## src/rtl/load_register.sv

```systemverilog
// Parallel-load data register for the MY8CPU datapath: captures IN on a rising
// clock edge when load is high, otherwise holds; nReset clears it asynchronously.
module load_register #(
  parameter int unsigned       WIDTH       = 8,
  parameter logic [WIDTH-1:0]  RESET_VALUE = '0
) (
  input  logic [WIDTH-1:0] IN,
  output logic [WIDTH-1:0] OUT,
  input  logic             clock,
  input  logic             nReset,
  input  logic             load
);

  logic [WIDTH-1:0] out_q;
  logic [WIDTH-1:0] out_d;

  always_comb begin
    out_d = out_q;
    if (load) begin
      out_d = IN;
    end
  end

  // OUT is driven only by the flop, so IN and load never reach it combinationally.
  always_ff @(posedge clock or negedge nReset) begin
    if (!nReset) begin
      out_q <= RESET_VALUE;
    end else begin
      out_q <= out_d;
    end
  end

  assign OUT = out_q;

endmodule

```

## config.mk

```make
export PLATFORM = sky130hd
export DESIGN_NAME = load_register
export DESIGN_NICKNAME = d
export VERILOG_FILES = /design/src/rtl/load_register.sv
export SDC_FILE = /design/constraint.sdc
export NUM_CORES = 1
export LEC_CHECK = 0
export CORE_AREA = 4 4 41 43
export DETAILED_ROUTE_END_ITERATION = 8
export DIE_AREA = 0 0 45 47
export PLACE_DENSITY = 0.55
export SLEW_MARGIN = 20
export SYNTH_ARGS = -nofsm -noshare
export SYNTH_HDL_FRONTEND = slang
export SYNTH_SLANG_ARGS = --single-unit
```

## constraint.sdc

```tcl
create_clock -name clock -period 1.7 [get_ports clock]
set_input_delay 0.17 -clock clock [delete_from_list [all_inputs] [get_ports clock]]
set_output_delay 0.17 -clock clock [all_outputs]
set_load 0.005 [all_outputs]
```

# --- Word level (Yosys, flattened, before mapping) ---
# Index checks and enable logic that the tools add are counted.
classes:
  magnitude_cmp: 0
  n_mul: 0
  bitwise: 0
  n_reduce_logical: 0
  n_shift: 0
  addsub: 0
  n_div: 0
  eq_ne: 0
  muxes: 0
word_totals:
  word_cells: 1
  register_bits: 8
  romBits: 0
  mem_bits_rw: 0
  latch_bits: 0
  memories: 0
  output_inout_bits: 8
  in_bits: 11

# --- Logic depth before layout (Yosys ltp) ---
depth:
  word_depth: 0
  ltp_mapped: 2
  depth_no_buf: 1

# --- Least setup slack after synthesis ---
# Ideal clock, no wire load.
synth_path:
  kind: "reg2reg"
  from: "register OUT[0] (netlist name)"
  to: "register out_q[0], in the netlist OUT[0]"
  stages_incl_launch_ff: 2
  setup_time_ps: 125
  arrival_time_ps: 623
  required_ps: 1575
  path_buffers: 0
  synth_period_minus_slack_ps: 748
  path_slack_ps: 952
  cell_sequence: "dfrtp_1 > mux2_4"
synth_lines:
  columns: ["element", "line", "source"]
  rows:
  - ["end signal, assigned", "29", "out_q <= out_d;"]
  - ["end, declared", "14", "logic [WIDTH-1:0] out_q;"]

# --- Worst setup path after layout ---
layout_path:
  from: "register out_q[3], in the netlist OUT[3]"
  to: "output OUT[3]"
layout_lines:
  columns: ["element", "line", "source"]
  rows:
  - ["end, declared", "8", "output logic [WIDTH-1:0] OUT,"]
# No word-level cell between the ends.

==> metrics <==
Final Hold Vio Count 0; WL final 720 um; RSZ-0062 raised after global routing no; crit share post-route 0.754; Rel. slew slack 0.743; Wirelength per Cell 13.6 um; Synth top cells by count 8 x dfrtp_1, 8 x mux2_4, 1 x buf_6; top_reg_cell synth dfrtp_1; clk slew on worst S/H paths 0.05 ns; Area contributors post-synth dfrtp_1 60%, mux2_4 36%, buf_6 3.4%; area of the multi-input gates 120 um2; Max-Cap Viols 0; worst path bufs/invs 1; yosys synthesis warning count 0; post-layout min period 1.28 ns; total die area 2120 um2; initial antenna violation count 0; Site Rows 13; Cell Area, Synth 332 um2; Synth cell types 3; worst endpoint data arrival time 1.11 ns; WHS 0.208 ns; CTS Buffer Depth 2; Tightest Pin Transition 0.384 ns; Synth Register Bits 8; setup repair bufs after CTS 0; CTS buffer count 3; GRT overflow 0; fillers 130; family with the most delay on the worst path buffers and inverters; Crit Path Class flip-flop to primary output; GRT Util Overall 0.0748; CTS root buffer clkbuf_4; Net Count, Synth 28; DRT Pass-1 Iters 1; setup TNS 0 ns; Setup-failing EPs final 0; slowest library cell on the worst path clkdlybuf4s50_1; vias in the first global route 237; Pins Over Slew Limit 0; Pleak 0.253 nW; CP max stage delay 0.52 ns; PwrDens 844 nW/um2; HP Class primary input to async pin; DRC 0; Area Overhead vs Synth 69.4%; Die Width 45 um; outcome completed; num ports 19; # resized after CTS 0; Seq. cell area 200 um2; largest net degree at the start of global routing 9; Final Skew 0 ns; Yosys top cell area share 0.604; layout cell share with drive strength beyond 1 0.316; Post-Synthesis Cells 17; Die Ht 47 um; Routed Antenna Nets 0; Post-CTS Hold Buffers 0; Layout Nets 51; critical path launch point OUT[3]; ANT cells 0; Vias 222; Port Buffers 18; # clock sinks 8; global placement routability congestion 0.638; sequential area share after synthesis 0.604; Setup crit start kind flip-flop; Peak VDD IR 0.347 mV; Worst Setup End Kind primary output; critical path, cell by cell clkdlybuf4s50_1; initial drt markers 0; first-pass GRT wire length 1020 um; critical path fanouts, max 2; number of synthesized flops with an enable pin 0; r2r startpoint OUT[4]; clk_lat worst skew 0.25 ns; Mean Syn Cell Area 19.5 um2; required time worst endpoint 1.53 ns; CTS tree built; H-tree Lvls 1; fmax 780 MHz; flip-flop count of the largest register after layout 8; Initial Util 0.255; Core Box Area 1300 um2; Synth area leader dfrtp_1; fraction of registers with async set/reset 1.00; vias per std cell 4.19
-- layout by cell type (no fill, tap or decap), drive strengths merged --
| cell | instances |
|---|---|
| clkdlybuf4s50 | 18 |
| clkbuf | 3 |
| mux2 | 8 |
| dfrtp | 8 |
| buf | 1 |
-- power by group --
part,internal (W),switching (W)
Clock,0.0000807,0.0000633
Combinational,0.0000835,0.0000268
Sequential,0.000210,0.00000988
Total,0.000374,0.000100
-- cell type report --
cell class,instances,area share
clock buffers,3,0.0401
well taps,15,0.0334
repair buffers,19,0.356
multi-input cells,8,0.214
flip-flops and latches,8,0.356
-- path summary, 6_finish.rpt --
| kind | to | slack [ns] | cells past startpoint |
|---|---|---|---|
| max | OUT[3] | 0.42 | 1 |
| min | OUT[7] | 0.21 | 1 |
| max reg2reg | OUT[4] | 0.94 | 1 |
| min reg2reg | OUT[1] | 0.51 | 1 |
| max in group asynchronous | OUT[3] | 1.22 | 1 |
| min in group clock | OUT[1] | 0.51 | 1 |
-- cell families after synthesis --
group | count (synthesis) | share of synthesized area
muxes | 8 | 0.362
DFF | 8 | 0.604
buffers and inverters | 1 | 0.0340
-- per-layer routing --
layer,up-vias,GRT usage,wire [um]
met5,-,0,0
met4,0,0.0702,0
met3,0,0.0460,106
met2,13,0.107,341
met1,107,0.0744,272
li1,102,-,-
-- metrics by stage --
step                total power, W  setup WS (ns)  cells   util  area [um2]
floorplan                 0.000262          0.952     17      -         332
global placement          0.000333          0.368     50  0.414         539
detailed placement        0.000335          0.348     50  0.414         539
CTS                       0.000488          0.396     53  0.432         562
global route              0.000500          0.371     53  0.432         562
finish                    0.000474          0.417     53  0.432         562
Note: power is estimated with default switching activity, not from simulation.
